File: src/rtl/bsg_murn_block_adapter.sv
// Block-side endpoint of a murn switch port.
// Two independent 2-entry FIFOs bridge the switch and a local client.

module bsg_murn_fifo2 #(
    parameter int width_p = 8
) (
    input  logic               clk,
    input  logic               reset,
    input  logic               enq,
    input  logic               deq,
    input  logic [width_p-1:0] wdata,
    output logic [width_p-1:0] rdata,
    output logic               full,
    output logic               empty
);

    logic [width_p-1:0] mem [2];
    logic               rd_ptr;
    logic               wr_ptr;

    always_ff @(posedge clk) begin
        if (reset) begin
            rd_ptr <= 1'b0;
            wr_ptr <= 1'b0;
            empty  <= 1'b1;
            full   <= 1'b0;
        end else begin
            if (enq) wr_ptr <= ~wr_ptr;
            if (deq) rd_ptr <= ~rd_ptr;
            if (enq && !deq) begin
                empty <= 1'b0;
                full  <= ((wr_ptr + 1'b1) == rd_ptr);
            end else if (deq && !enq) begin
                full  <= 1'b0;
                empty <= ((rd_ptr + 1'b1) == wr_ptr);
            end
        end
    end

    // storage is deliberately left out of reset
    always_ff @(posedge clk) begin
        if (enq) mem[wr_ptr] <= wdata;
    end

    assign rdata = mem[rd_ptr];

endmodule

module bsg_murn_block_adapter #(
    parameter int ring_width_p = 8
) (
    input  logic                    clk_i,
    input  logic                    reset_i,
    input  logic                    switch_2_blockValid,
    output logic                    switch_2_blockRetry,
    input  logic [ring_width_p-1:0] switch_2_blockData,
    output logic                    v_o,
    output logic [ring_width_p-1:0] data_o,
    input  logic                    yumi_i,
    input  logic                    v_i,
    output logic                    ready_o,
    input  logic [ring_width_p-1:0] data_i,
    output logic                    block_2_switchValid,
    input  logic                    block_2_switchRetry,
    output logic [ring_width_p-1:0] block_2_switchData
);

    logic in_full;
    logic in_empty;
    logic in_enq;
    logic out_full;
    logic out_empty;
    logic out_enq;

    // reset masks every handshake so nothing is accepted or delivered
    assign switch_2_blockRetry = switch_2_blockValid & (in_full | reset_i);
    assign in_enq = switch_2_blockValid & ~in_full & ~reset_i;
    assign v_o = ~in_empty & ~reset_i;

    bsg_murn_fifo2 #(.width_p(ring_width_p)) in_fifo (
        .clk   (clk_i),
        .reset (reset_i),
        .enq   (in_enq),
        .deq   (yumi_i),
        .wdata (switch_2_blockData),
        .rdata (data_o),
        .full  (in_full),
        .empty (in_empty)
    );

    assign ready_o = ~out_full & ~reset_i;
    assign out_enq = v_i & ready_o;
    assign block_2_switchValid = ~out_empty & ~block_2_switchRetry & ~reset_i;

    bsg_murn_fifo2 #(.width_p(ring_width_p)) out_fifo (
        .clk   (clk_i),
        .reset (reset_i),
        .enq   (out_enq),
        .deq   (block_2_switchValid),
        .wdata (data_i),
        .rdata (block_2_switchData),
        .full  (out_full),
        .empty (out_empty)
    );

    yumi_legal: assert property (
        @(posedge clk_i) disable iff (reset_i) !(yumi_i && !v_o)
    );

endmodule

File: config.mk
export PLATFORM = sky130hd
export DESIGN_NAME = bsg_murn_block_adapter
export DESIGN_NICKNAME = d
export VERILOG_FILES = /design/src/rtl/bsg_murn_block_adapter.sv
export SDC_FILE = /design/constraint.sdc
export NUM_CORES = 1
export LEC_CHECK = 0
export ABC_CLOCK_PERIOD_IN_PS = 3420
export CORE_MARGIN = 8
export CORE_UTILIZATION = 51
export DETAILED_ROUTE_END_ITERATION = 10
export PLACE_DENSITY_LB_ADDON = 0.05
export SLEW_MARGIN = 5
export SYNTH_ARGS = -nofsm -noshare
export SYNTH_HDL_FRONTEND = slang
export SYNTH_SLANG_ARGS = --single-unit
File: constraint.sdc
create_clock -name clk_i -period 3.42 [get_ports clk_i]
set_input_delay 1.026 -clock clk_i [delete_from_list [all_inputs] [get_ports clk_i]]
set_output_delay 1.026 -clock clk_i [all_outputs]
set_load 0.02 [all_outputs]
==> results of run 1 <==
synthesized netlist by cell type (all sizes together):
library cell,number,area (um2)
nand2,4,15.01
mux2,16,180.2
and2,2,12.51
nor2,8,37.54
dfxtp,10,200.2
ha,2,25.02
edfxtp,32,960.9
o21a,1,7.510
o21ai,1,5.000
and3,1,6.260
inv,2,7.510
xnor2,5,43.79
a21oi,4,20.02
o22ai,2,12.51
buf,4,26.27
o31ai,2,15.01
or3,2,17.52
nor2b,4,25.02
nor3b,1,12.51
worst max-delay path, stage by stage:
cell and delay (ns):
sky130_fd_sc_hd__clkdlybuf4s50_1 0.42, sky130_fd_sc_hd__or3_4 0.37, sky130_fd_sc_hd__inv_1 0.06, sky130_fd_sc_hd__dlygate4sd2_1 0.32
cell families after synthesis:
group / count (synthesis)
AOI/OAI and AO/OA: 10
xor gates and xnor gates: 5
adders and majority gates: 2
buffers and inverters: 6
DFF: 42
muxes: 16
and+or+nand+nor: 22
cell type report:
class	instances	share of cell area, %
multi-input cells	55	20.23
flip-flops and latches	42	53.95
well taps	44	2.558
clock buffers	6	1.919
clock inverters	2	0.4070
repair buffers	45	20.58
inverters	2	0.3488
through the flow:
step / total power, uW / cell area (um2)
after detailed placement: 760.9 / 2100
final: 968.6 / 2152
after floorplan: 682.8 / 1630
after CTS: 980.5 / 2147
after global routing: 1014 / 2152
after global placement: 754.7 / 2100
repair_timing:
item | CTS | global route
pin swaps | 0 | 0
cloned | 0 | 0
hold endpoints to repair | 0 | 0
endpoints found under the setup margin | 2 | 2
gates resized for setup | 2 | 2
path summary, 6_finish.rpt:
check | startpoint | end | slack [ns] | cells after the start
max | reset_i | block_2_switchValid | 0.20 | 4
min | in_fifo.empty | in_fifo.empty | 0.52 | 2
max reg2reg | out_fifo.empty | out_fifo.full | 1.94 | 5
min reg2reg | in_fifo.empty | in_fifo.empty | 0.52 | 2
power groups by stage:
stage	logic [uW]	clock network (uW)	registers (uW)
2_1_floorplan	87.6	0	595
3_3_place_gp	153	0	602
3_5_place_dp	157	0	604
4_1_cts	157	231	593
5_1_grt	168	250	596
6_report	154	222	592
per-layer routing:
layer	global-route usage [%]	up-vias	part of all wire, %
li1	-	471	-
met4	8.667	0	3.0
met1	12.72	467	40
met2	20.68	31	51
met3	4.408	10	6.3
met5	0	-	0
==> impl_results.rst, run 1 <==
.. list-table::
   :header-rows: 1

   * - Metric
     - Value
   * - Most common library cell in the layout ignoring fill and taps
     - sky130_fd_sc_hd__clkdlybuf4s50_1
   * - Synth-to-layout area growth
     - 32.00%
   * - Leakage
     - between 0.0007 and 0.0008 uW
   * - Synth Area in Adders
     - 1.535%
   * - Total iterations of the first detailed-routing run
     - 4
   * - Fraction of power spent switching nets
     - roughly a quarter
   * - Proportion of power drawn by flip-flops and latches
     - 61.1%
   * - Filler cells
     - about 220
   * - Outcome
     - finished, final reports clean
   * - Routed length per instance
     - ~15 um
   * - Largest family of logic cells by synthesized area
     - multiplexers
   * - Worst endpoint required time
     - 2.39 ns
   * - Syn Nets
     - 127
   * - Total power density per cell area
     - 450.1 nW/um2
   * - Post-CTS setup repair buffer count
     - 0
   * - Fraction of the yosys area taken by sequential cells
     - 71.22%
   * - Pint
     - 739.0 uW
   * - Mux share of post-synthesis cell area
     - ~11%
   * - Cell Count, Final, Fillers Out
     - 196
   * - Synth Area in XOR/XNOR
     - 2.686%
   * - Count of max-cap constraint violations
     - 0
   * - Relative slew slack
     - 73.16%
   * - Flip-flop and latch count after synthesis
     - 42
   * - Total length of routed wires
     - 2970 um
   * - Worst ir drop on vdd
     - 0.3159 mV
   * - Synth Area in Compound Gates
     - 3.684%
   * - Number of distinct library cells after synthesis
     - 22
   * - Core Box Area
     - 3053 um2
   * - GPL Wtd Cong
     - 0.6981
   * - Highest achievable clock rate
     - 310.2 MHz
   * - Combined area of the multi-input logic cells
     - 435.4 um2
   * - Post-layout worst setup margin
     - 0.1960 ns
   * - Cell count after placement
     - 188
   * - Starting Density
     - 53.40%
   * - Clock tree sinks
     - 42
   * - Mapped Avg Cell Area
     - between 15 and 20 um2
   * - Net count of the finished layout
     - between 150 and 200
   * - Sort of element at the start of the critical path
     - primary input
   * - Post-synthesis instance area
     - 1630 um2
   * - Core occupancy in the finished layout
     - between 70 and 80%
   * - Chip Width
     - 72.54 um
   * - Regs by FF count
     - in_fifo.mem: 16 flops, out_fifo.mem: 16 flops
   * - Max Slew Vio Count
     - 0
   * - Remaining global-route overflow
     - 0
   * - Share of layout cells above drive strength 1
     - 19.08%
   * - Count of mapped cells out of synthesis
     - 103
   * - Worst slack at placement
     - -0.07619 ns
   * - Clock power frac
     - 23.0%
   * - Global-route wire length before repair
     - 4864 um
   * - Number of inserted diodes
     - 0
   * - Height of the chip
     - 72.54 um
   * - Count of vias placed by the detailed router
     - 979
   * - Number of cell rows
     - 20
   * - Final antenna-violating net count
     - 0
   * - Clock tree from TritonCTS
     - done
   * - Slew at the pin closest to its max-slew limit
     - between 0.4 and 0.5 ns
   * - Global-route usage over all layers
     - between 10% and 20%
   * - Setup Crit Path Kind
     - in2out
   * - Routed via count divided by cell count
     - around 5.0
   * - Tightest Hold Check Type
     - reg2reg
   * - Post-synthesis simple-gate area fraction
     - slightly below 8%
   * - Worst-case clock buffer depth
     - 2
   * - Drc violations
     - 0
   * - Skew final
     - 0.006525 ns
   * - Clock root buffer
     - sky130_fd_sc_hd__clkbuf_4
   * - CTS buffer count
     - 5
   * - Arrival time reported for the critical path endpoint
     - 2.20 ns
   * - Maximum number of pins on one net before global-route repair
     - 17
   * - Half-perimeter wire length after detailed placement
     - approximately 2200 um
   * - Number of global-route vias before repair
     - approximately 1100
   * - Area of the die
     - about 5300 um2
   * - I/O Pins
     - 42
   * - Count of synthesis-stage warnings from yosys
     - 0
   * - H-tree depth
     - 2
   * - Switching component of the power
     - 229.5 uW
   * - Combinational Power Share
     - 15.9%
   * - Final hold slack
     - between 0.5 and 0.6 ns
   * - Highest net fanout along the worst path
     - 2
   * - Register area
     - roughly 1200 um2
   * - Post-route clock period utilization
     - 94.27%
   * - Clock period minus worst slack
     - between 3 and 4 ns
   * - Clock transition at path regs
     - ~0.11 ns
   * - RSZ-0062 raised after global routing
     - false
   * - Initial DRC Count
     - 37
   * - Setup total negative slack
     - 0 ns
   * - Highest-count cells in the layout ignoring fill and taps
     - sky130_fd_sc_hd__clkdlybuf4s50_1 (37), sky130_fd_sc_hd__edfxtp_1 (32), sky130_fd_sc_hd__mux2_2 (16)
   * - Kind of end point of the critical path
     - output port
   * - Final hold violations
     - 0
   * - Number of antenna violations at the first check in global routing
     - 0
   * - Number of input and output port buffers inserted
     - 41
   * - Endpoints failing setup
     - 0
   * - Clock latency on the worst-skew pair
     - 0.34 ns
   * - Count of hold buffers inserted by post-cts repair
     - 0
Power figures use the tool's default switching activity.
==> inputs of run 2 (changes only) <==
CAP_MARGIN = 20   (was unset)
==> results of run 2 <==
No change in the layout: final DEF, timing and power equal those of run 1.
